===== config.mk =====
export PLATFORM = sky130hd
export DESIGN_NAME = rf_param_flat
export DESIGN_NICKNAME = d
export VERILOG_FILES = /design/src/rtl/rf_param_if.sv /design/src/rtl/rf_param.sv /design/src/flat_wrapper.sv
export SDC_FILE = /design/constraint.sdc
export NUM_CORES = 1
export LEC_CHECK = 0
export ABC_CLOCK_PERIOD_IN_PS = 2200
export CAP_MARGIN = 5
export CORE_ASPECT_RATIO = 1.2
export CORE_MARGIN = 2
export CORE_UTILIZATION = 51
export CTS_BUF_LIST = sky130_fd_sc_hd__clkbuf_16
export CTS_CLUSTER_SIZE = 14
export DETAILED_ROUTE_END_ITERATION = 10
export GPL_TIMING_DRIVEN = 1
export PLACE_DENSITY = 0.8
export SYNTH_ARGS = -nofsm -noshare
export SYNTH_HDL_FRONTEND = slang
export SYNTH_SLANG_ARGS = --single-unit
export TNS_END_PERCENT = 1

===== constraint.sdc =====
create_clock -name clk_i -period 2.2 [get_ports clk_i]
set_input_delay 0.33 -clock clk_i [delete_from_list [all_inputs] [get_ports clk_i]]
set_output_delay 0.33 -clock clk_i [all_outputs]
set_load 0.01 [all_outputs]

===== src/rtl/rf_param_if.sv =====
// Bus bundle between the decoder/ALU side (master) and the register file (slave).
// Carries the write port, both read ports, the I/O register and the clear engine handshake.
interface rf_param_if #(
  parameter int DATA_W = 8,
  parameter int ADDR_W = 2
);
  logic              st_ce;
  logic [ADDR_W-1:0] st_addr;
  logic [DATA_W-1:0] st_data;
  logic [ADDR_W-1:0] rd_addr_a;
  logic [DATA_W-1:0] rd_data_a;
  logic [ADDR_W-1:0] rd_addr_b;
  logic [DATA_W-1:0] rd_data_b;
  logic [DATA_W-1:0] io_in;
  logic [DATA_W-1:0] io_out;
  logic              io_stb;
  logic              clr_req;
  logic              busy;
  logic              st_drop;

  modport master (
    output st_ce, st_addr, st_data, rd_addr_a, rd_addr_b, io_in, clr_req,
    input  rd_data_a, rd_data_b, io_out, io_stb, busy, st_drop
  );

  modport slave (
    input  st_ce, st_addr, st_data, rd_addr_a, rd_addr_b, io_in, clr_req,
    output rd_data_a, rd_data_b, io_out, io_stb, busy, st_drop
  );
endinterface


===== src/rtl/rf_param.sv =====
// Accumulator register file: one write port, two combinational read ports, optional
// memory-mapped I/O register, optional write-through bypass, and a one-entry-per-cycle clear engine.
//
//  state | meaning
//  IDLE  | normal operation, writes and reads served from the array
//  CLEAR | zeroing mem[clr_ptr], one entry per cycle; busy high, writes dropped
module rf_param #(
  parameter int DATA_W  = 8,
  parameter int ADDR_W  = 2,
  parameter int IO_EN   = 1,
  parameter int IO_ADDR = 3,
  parameter int BYPASS  = 1
) (
  input  logic        clk_i,
  input  logic        rst_i,
  rf_param_if.slave   bus
);
  localparam int                DEPTH = 1 << ADDR_W;
  localparam logic [ADDR_W-1:0] IO_A  = ADDR_W'(IO_ADDR);

  typedef enum logic {IDLE, CLEAR} state_e;

  state_e            state_q, state_d;
  logic [ADDR_W-1:0] clr_ptr_q, clr_ptr_d;
  logic [DATA_W-1:0] io_out_q, io_out_d;
  logic              io_stb_q, io_stb_d;
  logic              st_drop_q, st_drop_d;
  logic [DATA_W-1:0] mem_q [DEPTH];

  logic              busy_w;
  logic              drop_w;
  logic              wr_w;
  logic              io_hit_st;
  logic              mem_we;
  logic [ADDR_W-1:0] mem_waddr;
  logic [DATA_W-1:0] mem_wdata;

  assign busy_w    = (state_q == CLEAR);
  // A clear request in IDLE wins over a simultaneous store.
  assign drop_w    = bus.st_ce && (busy_w || bus.clr_req);
  assign wr_w      = bus.st_ce && !drop_w;
  assign io_hit_st = (IO_EN != 0) && (bus.st_addr == IO_A);

  always_comb begin
    state_d   = state_q;
    clr_ptr_d = clr_ptr_q;
    io_out_d  = io_out_q;
    io_stb_d  = 1'b0;
    st_drop_d = drop_w;
    mem_we    = 1'b0;
    mem_waddr = bus.st_addr;
    mem_wdata = bus.st_data;
    case (state_q)
      IDLE: begin
        if (bus.clr_req) begin
          state_d   = CLEAR;
          clr_ptr_d = '0;
        end else if (wr_w) begin
          if (io_hit_st) begin
            io_out_d = bus.st_data;
            io_stb_d = 1'b1;
          end else begin
            mem_we = 1'b1;
          end
        end
      end
      CLEAR: begin
        mem_we    = 1'b1;
        mem_waddr = clr_ptr_q;
        mem_wdata = '0;
        clr_ptr_d = clr_ptr_q + 1'b1;
        if (clr_ptr_q == '1) state_d = IDLE;
      end
      default: state_d = CLEAR;
    endcase
  end

  // Array is not reset directly; the clear engine zeroes it after reset.
  always_ff @(posedge clk_i) begin
    if (rst_i) begin
      state_q   <= CLEAR;
      clr_ptr_q <= '0;
      io_out_q  <= '0;
      io_stb_q  <= 1'b0;
      st_drop_q <= 1'b0;
    end else begin
      state_q   <= state_d;
      clr_ptr_q <= clr_ptr_d;
      io_out_q  <= io_out_d;
      io_stb_q  <= io_stb_d;
      st_drop_q <= st_drop_d;
      if (mem_we) mem_q[mem_waddr] <= mem_wdata;
    end
  end

  logic [DATA_W-1:0] rd_a_w, rd_b_w;

  always_comb begin
    rd_a_w = mem_q[bus.rd_addr_a];
    if ((IO_EN != 0) && (bus.rd_addr_a == IO_A))                 rd_a_w = bus.io_in;
    else if (busy_w)                                             rd_a_w = '0;
    else if ((BYPASS != 0) && wr_w && (bus.st_addr == bus.rd_addr_a)) rd_a_w = bus.st_data;
  end

  always_comb begin
    rd_b_w = mem_q[bus.rd_addr_b];
    if ((IO_EN != 0) && (bus.rd_addr_b == IO_A))                 rd_b_w = bus.io_in;
    else if (busy_w)                                             rd_b_w = '0;
    else if ((BYPASS != 0) && wr_w && (bus.st_addr == bus.rd_addr_b)) rd_b_w = bus.st_data;
  end

  assign bus.rd_data_a = rd_a_w;
  assign bus.rd_data_b = rd_b_w;
  assign bus.io_out    = io_out_q;
  assign bus.io_stb    = io_stb_q;
  assign bus.busy      = busy_w;
  assign bus.st_drop   = st_drop_q;
endmodule


===== src/flat_wrapper.sv =====
// flat-port wrapper written by rule: the top's interface ports become plain ports
module rf_param_flat 
#(
  parameter int DATA_W  = 8,
  parameter int ADDR_W  = 2,
  parameter int IO_EN   = 1,
  parameter int IO_ADDR = 3,
  parameter int BYPASS  = 1
)
  (clk_i, rst_i, bus_st_ce, bus_st_addr, bus_st_data, bus_rd_addr_a, bus_rd_addr_b, bus_io_in, bus_clr_req, bus_rd_data_a, bus_rd_data_b, bus_io_out, bus_io_stb, bus_busy, bus_st_drop);
  rf_param_if #(.DATA_W(DATA_W), .ADDR_W(ADDR_W)) bus_i ();
  input  logic clk_i;
  input  logic rst_i;
  input wire logic [$bits(bus_i.st_ce)-1:0] bus_st_ce;
  input wire logic [$bits(bus_i.st_addr)-1:0] bus_st_addr;
  input wire logic [$bits(bus_i.st_data)-1:0] bus_st_data;
  input wire logic [$bits(bus_i.rd_addr_a)-1:0] bus_rd_addr_a;
  input wire logic [$bits(bus_i.rd_addr_b)-1:0] bus_rd_addr_b;
  input wire logic [$bits(bus_i.io_in)-1:0] bus_io_in;
  input wire logic [$bits(bus_i.clr_req)-1:0] bus_clr_req;
  output wire logic [$bits(bus_i.rd_data_a)-1:0] bus_rd_data_a;
  output wire logic [$bits(bus_i.rd_data_b)-1:0] bus_rd_data_b;
  output wire logic [$bits(bus_i.io_out)-1:0] bus_io_out;
  output wire logic [$bits(bus_i.io_stb)-1:0] bus_io_stb;
  output wire logic [$bits(bus_i.busy)-1:0] bus_busy;
  output wire logic [$bits(bus_i.st_drop)-1:0] bus_st_drop;
  assign bus_i.st_ce = bus_st_ce;
  assign bus_i.st_addr = bus_st_addr;
  assign bus_i.st_data = bus_st_data;
  assign bus_i.rd_addr_a = bus_rd_addr_a;
  assign bus_i.rd_addr_b = bus_rd_addr_b;
  assign bus_i.io_in = bus_io_in;
  assign bus_i.clr_req = bus_clr_req;
  assign bus_rd_data_a = bus_i.rd_data_a;
  assign bus_rd_data_b = bus_i.rd_data_b;
  assign bus_io_out = bus_i.io_out;
  assign bus_io_stb = bus_i.io_stb;
  assign bus_busy = bus_i.busy;
  assign bus_st_drop = bus_i.st_drop;
  rf_param #(.DATA_W(DATA_W), .ADDR_W(ADDR_W), .IO_EN(IO_EN), .IO_ADDR(IO_ADDR), .BYPASS(BYPASS)) u_core (.clk_i(clk_i), .rst_i(rst_i), .bus(bus_i));
endmodule

# == Word level (Yosys, flattened, before mapping) ==
# Memories as Yosys holds them, arrays and structs flattened.
# Index checks and enable logic that the tools add are counted.
# op_classes
add_sub_neg,1
eq_ne,7
mux,21
bitwise_logic,3
n_reduce_logical,8
# op_table
operator,n
2-to-1 mux 8 bit,7
2-to-1 mux 1 bit,9
== test 2 bit (second input constant),4
== test 2 bit,2
logical AND 1 bit,4
2-to-1 mux 2 bit,2
one-hot mux 1 bit (2 select lines),2
one-hot mux 2 bit (2 select lines),1
AND reduction 4 bit,1
OR reduction 4 bit,1
inverter 1 bit,3
adder 2 x 1 -> 2 bit (second input constant),1
!= test 2 bit (second input constant),1
logical NOT 1 bit,1
logical OR 1 bit,1
# word_totals
register_bits,13
ramBits,32
in_bits,26
output_inout_bits,27
elab_cells,46
n_memories,1
# mem_list
memory,depth,width,rd,rd_ports_with_merged_regs,wr,line_no,text
u_core.mem_q,4,8,2,0,1,rf_param.sv:28,logic [DATA_W-1:0] mem_q [DEPTH];

# == Depth between registers and ports, before layout ==
# depth
ltp_word,10
depth_mapped,6
depth_no_buf,3

# == Worst setup path before layout ==
# OpenSTA, ideal clock, no wires.
# synth_path
path_type,register to register
startpoint,reg u_core.state_q (netlist: u_core.bus.busy)
endpoint,"mem u_core.mem_q[3][0], enable pin"
setup_time_ns,0.398
arrival_time_ns,1.737
required_ns,1.802
slack_ns,0.065
stages_incl_launch_ff,4
path_buffers,2
synth_period_minus_slack_ns,2.135
path_cell_list,dfxtp_1 buf_6 clkbuf_1 nor4b_1
# synth_between
elab_chain_len,10
word_cells_on_any_way,12
cone_classes,7 x mux; 1 x bitwise; 4 x reduce/logical
# synth_rtl
element,line_no,text
from (decl),rf_param.sv:23,"state_e state_q, state_d;"
from (signal assigned),rf_param.sv:87,state_q <= state_d;
logical OR 1 bit,rf_param.sv:40,assign drop_w = bus.st_ce && (busy_w || bus.clr_req);
logical AND 1 bit,rf_param.sv:40,
logical NOT 1 bit,rf_param.sv:41,assign wr_w = bus.st_ce && !drop_w;
logical AND 1 bit,rf_param.sv:41,
2-to-1 mux 1 bit,rf_param.sv:58,end else if (wr_w) begin
2-to-1 mux 1 bit,rf_param.sv:55,if (bus.clr_req) begin
one-hot mux 1 bit (2 select lines),rf_param.sv:53,case (state_q)
2-to-1 mux 1 bit,rf_param.sv:92,if (mem_we) mem_q[mem_waddr] <= mem_wdata;
2-to-1 mux 1 bit,rf_param.sv:80,if (rst_i) begin
2-to-1 mux 1 bit (not written as such),rf_param.sv:92,
to (decl),rf_param.sv:28,
# Parallel ways exist; a longest one is shown, timed or not.

# == Worst setup path in the final report ==
# layout_path
startpoint,reg u_core.state_q (netlist: u_core.bus.busy)
endpoint,out bus_rd_data_a[5]
# layout_between
elab_chain_len,8
# layout_rtl
element,line_no,text
logical OR 1 bit,rf_param.sv:40,
logical AND 1 bit,rf_param.sv:40,
logical NOT 1 bit,rf_param.sv:41,
logical AND 1 bit,rf_param.sv:41,
logical AND 1 bit,rf_param.sv:102,else if ((BYPASS != 0) && wr_w && (bus.st_addr == bus.rd_addr_a)) rd_a_w = bus.st_data;
2-to-1 mux 8 bit,rf_param.sv:102,
2-to-1 mux 8 bit (*),rf_param.sv:101,else if (busy_w) rd_a_w = '0;
2-to-1 mux 8 bit (*),rf_param.sv:100,if ((IO_EN != 0) && (bus.rd_addr_a == IO_A)) rd_a_w = bus.io_in;
to (decl),flat_wrapper.sv:21,output wire logic [$bits(bus_i.rd_data_a)-1:0] bus_rd_data_a;
# Mark *: on every way between the ends. The rest lies on a longest branch, timed or not.

==> impl_metrics.toml <==
[cells_and_area]
area_delta_synth_final_pct = 40.7
nNetsFinal = 311
drive_gt1_share_pct = 31.6
fin_cells = 343
regArea_um2 = 1220
final_cell_mix = "nand2_1, edfxtp_1, clkdlybuf4s50_1"
layout_commonest_cell = "nand2_1"
num_antenna_cells = 0
multi_input_area_um2 = 1300
fillers = 315
design_area_um2 = 3480
fin_util_pct = 75.1

[synth]
syn_area_per_cell_um2 = 11.4
synth.largest_area_cell = "edfxtp_1"
seq_area_frac_synth_pct = 49.4
synth_top_area_share_pct = 38.9
synth_cells = 217
synth_nets = 244
syn_area_um2 = 2470
synth_cell_type_count = 30
synth.area.top_cells = "edfxtp_1, mux4_2, dfxtp_1, nand2_1, o211ai_1"
synth_seq_cells = 45
ys_warn_count = 0

[floorplanning]
die_h_um = 80.3
coreArea_um2 = 4630
die_area_um2 = 5420
die_w_um = 67.5
io_pins = 53
start_util_pct = 53.4
num_rows = 27

[run_status]
outcome = "finished, violations left"
violations = "setup timing"

[critical_path]
cp-end-kind = "primary output"
crit_chain = "or3b_4 > or3_4 > o211ai_1 > buf_2"
critical_path.top_delay_family = "simple AND/OR/NAND/NOR gates"
r2r_slack_ns = 0.71
cp_data_required_time_ns = 1.87
cp_num_buf_inv = 1
path_max_fanout = 8
startpoint_type = "flip-flop"
cp.arrival_ns = 1.87
cpMaxStageDelayCell = "or3b_4"
max_stage_delay_ns = 0.43
worstSetupPathType = "flip-flop to primary output"

[sta]
setup_ws_ns = -0.00177
fin_crit_ns = 2.20
hold_violations = 0
max_freq_mhz = 454
worst_clock_skew_ns = 0.00666
slew_viol_final = 0
finalSetupTns_ns = -0.00177
slew_headroom_pct = 69.9
worst_slew_pin_slew_ns = 0.451
hold_slack_ns = 0.478
period_share_pct = 100
grt_setup_unrepaired = "true"
setup_viol_count_final = 1

[power_and_ir_drop]
pwr-share-clk_pct = 36.5
power_mw = 2.15
p_comb_share_pct = 18.3
switchingPower_mw = 0.582
power_switching_share_pct = 27.0
powerDensity_nw_per_um2 = 620
ir_worst_vdd_mv = 0.751
seq_power_share_pct = 45.2
p_int_mw = 1.57
leakage_nw = 1.17

[routing]
vias_per_cell = 6.45
first_pass_iters = 5
postRouteAntennaNets = 0
vias = 2214
wire_per_inst_um = 20.7
drtIter0Drc = 185
wl_um = 7110
drc = 0

[clock_network]
cts_root_buffer = "clkbuf_16"
clkLatencyLatePin_ns = 0.29
cts.clk_slew.worst_paths_ns = 0.07
holdBufCountCts = 0
htreeDepth = 2
clk_path_buf_depth = 2
cts_setup_buffers = 0
clock-sinks = 45
cts_tree = "done"
cts_inserted_buffers = 5

[placed_design]
dp_cells = 334
portBuffers = 52
place.gp.congestion = 0.835
dpl.hpwl_um = 4780
place_area_um2 = 3210
pre_cts_slack_ns = -0.723

[job]
cap_violations = 0

[grt]
grt_pass1_vias = 2158
antenna_found_initial = 0
grt_pass1_wl_um = 11000
grt_max_degree = 26
grt_overflow = 0
grt_usage_pct = 28.5

[hold_path]
hold_class = "flip-flop to flip-flop"
layer usage:
metal / GRT usage, % / routed length, um / vias to the layer above
met2: 47.6 / 3660 / 150
li1: - / - / 978
met3: 7.00 / 606 / 21
met4: 12.0 / 170 / 0
met1: 34.5 / 2670 / 1065
met5: 0 / 0 / -
sequential cells by signal, indices dropped and copies added, names as in the netlist:
signal	flops
u_core.bus.busy	1
u_core.bus.io_out	8
u_core.bus.io_stb	1
u_core.bus.st_drop	1
u_core.clr_ptr_q	2
u_core.mem_q	32
synthesized netlist by cell type:
master	n
a21oi_1	12
a31oi_1	3
a32oi_1	1
and2_0	1
and2_1	2
buf_1	3
buf_2	6
buf_6	1
clkbuf_1	11
dfxtp_1	13
edfxtp_1	32
ha_1	1
inv_1	3
mux2i_1	1
mux4_2	16
nand2_1	33
nand3_1	8
nor2_1	4
nor2b_1	8
nor3_1	5
nor3b_1	4
nor4b_1	1
o211ai_1	16
o21ai_0	8
o311ai_0	8
o311ai_1	8
or2_2	1
or3_1	2
or3b_1	1
xor2_1	4
power groups by stage:
| stage | sequential [mW] | combinational [mW] | clock (mW) |
|---|---|---|---|
| 2_1_floorplan | 0.985 | 0.186 | 0 |
| 3_3_place_gp | 0.986 | 0.362 | 0 |
| 3_5_place_dp | 0.989 | 0.369 | 0 |
| 4_1_cts | 0.970 | 0.380 | 0.797 |
| 5_1_grt | 0.977 | 0.420 | 0.830 |
| 6_report | 0.975 | 0.394 | 0.785 |
final cells by class:
class                      count  area share (%)
clock buffer                   5            3.60
clock inverter                 3           0.828
inverter                       3           0.324
multi-input combinational    148            37.3
sequential                    45            35.2
tap                           58            2.09
timing repair buffer          81            20.7
what timing repair did:
action | 4_1_cts | 5_1_grt
pin swaps | 8 | 4
endpoints found under the setup margin | 16 | 15
gates resized for setup | 95 | 11
gates cloned | 1 | 0
worst reg2reg max path, stage by stage (launching register included):
cell	delay, ns
dfxtp_2	0.33
buf_4	0.22
nor3b_1	0.25
a31oi_1	0.06
nor3_1	0.14
buf_4	0.21
final timing paths:
check,from,to,cells past startpoint
worst min register to register,u_core.bus.io_out[7],u_core.bus.io_out[7],2
worst max register to register,u_core.bus.busy,u_core.mem_q[1][7],5
worst max-delay path,u_core.bus.busy,bus_rd_data_a[5],4
worst min-delay path,u_core.bus.io_out[7],u_core.bus.io_out[7],2
cell families after synthesis:
family / synth area share, %
AO/OA/AOI/OAI: 15.7
XOR/XNOR: 1.42
adder cells (fa/ha/maj): 0.506
buffers and inverters: 4.25
flip-flops: 49.4
multiplexers: 15.0
AND/OR/NAND/NOR: 13.7
Note: power is estimated with default switching activity, not from simulation.
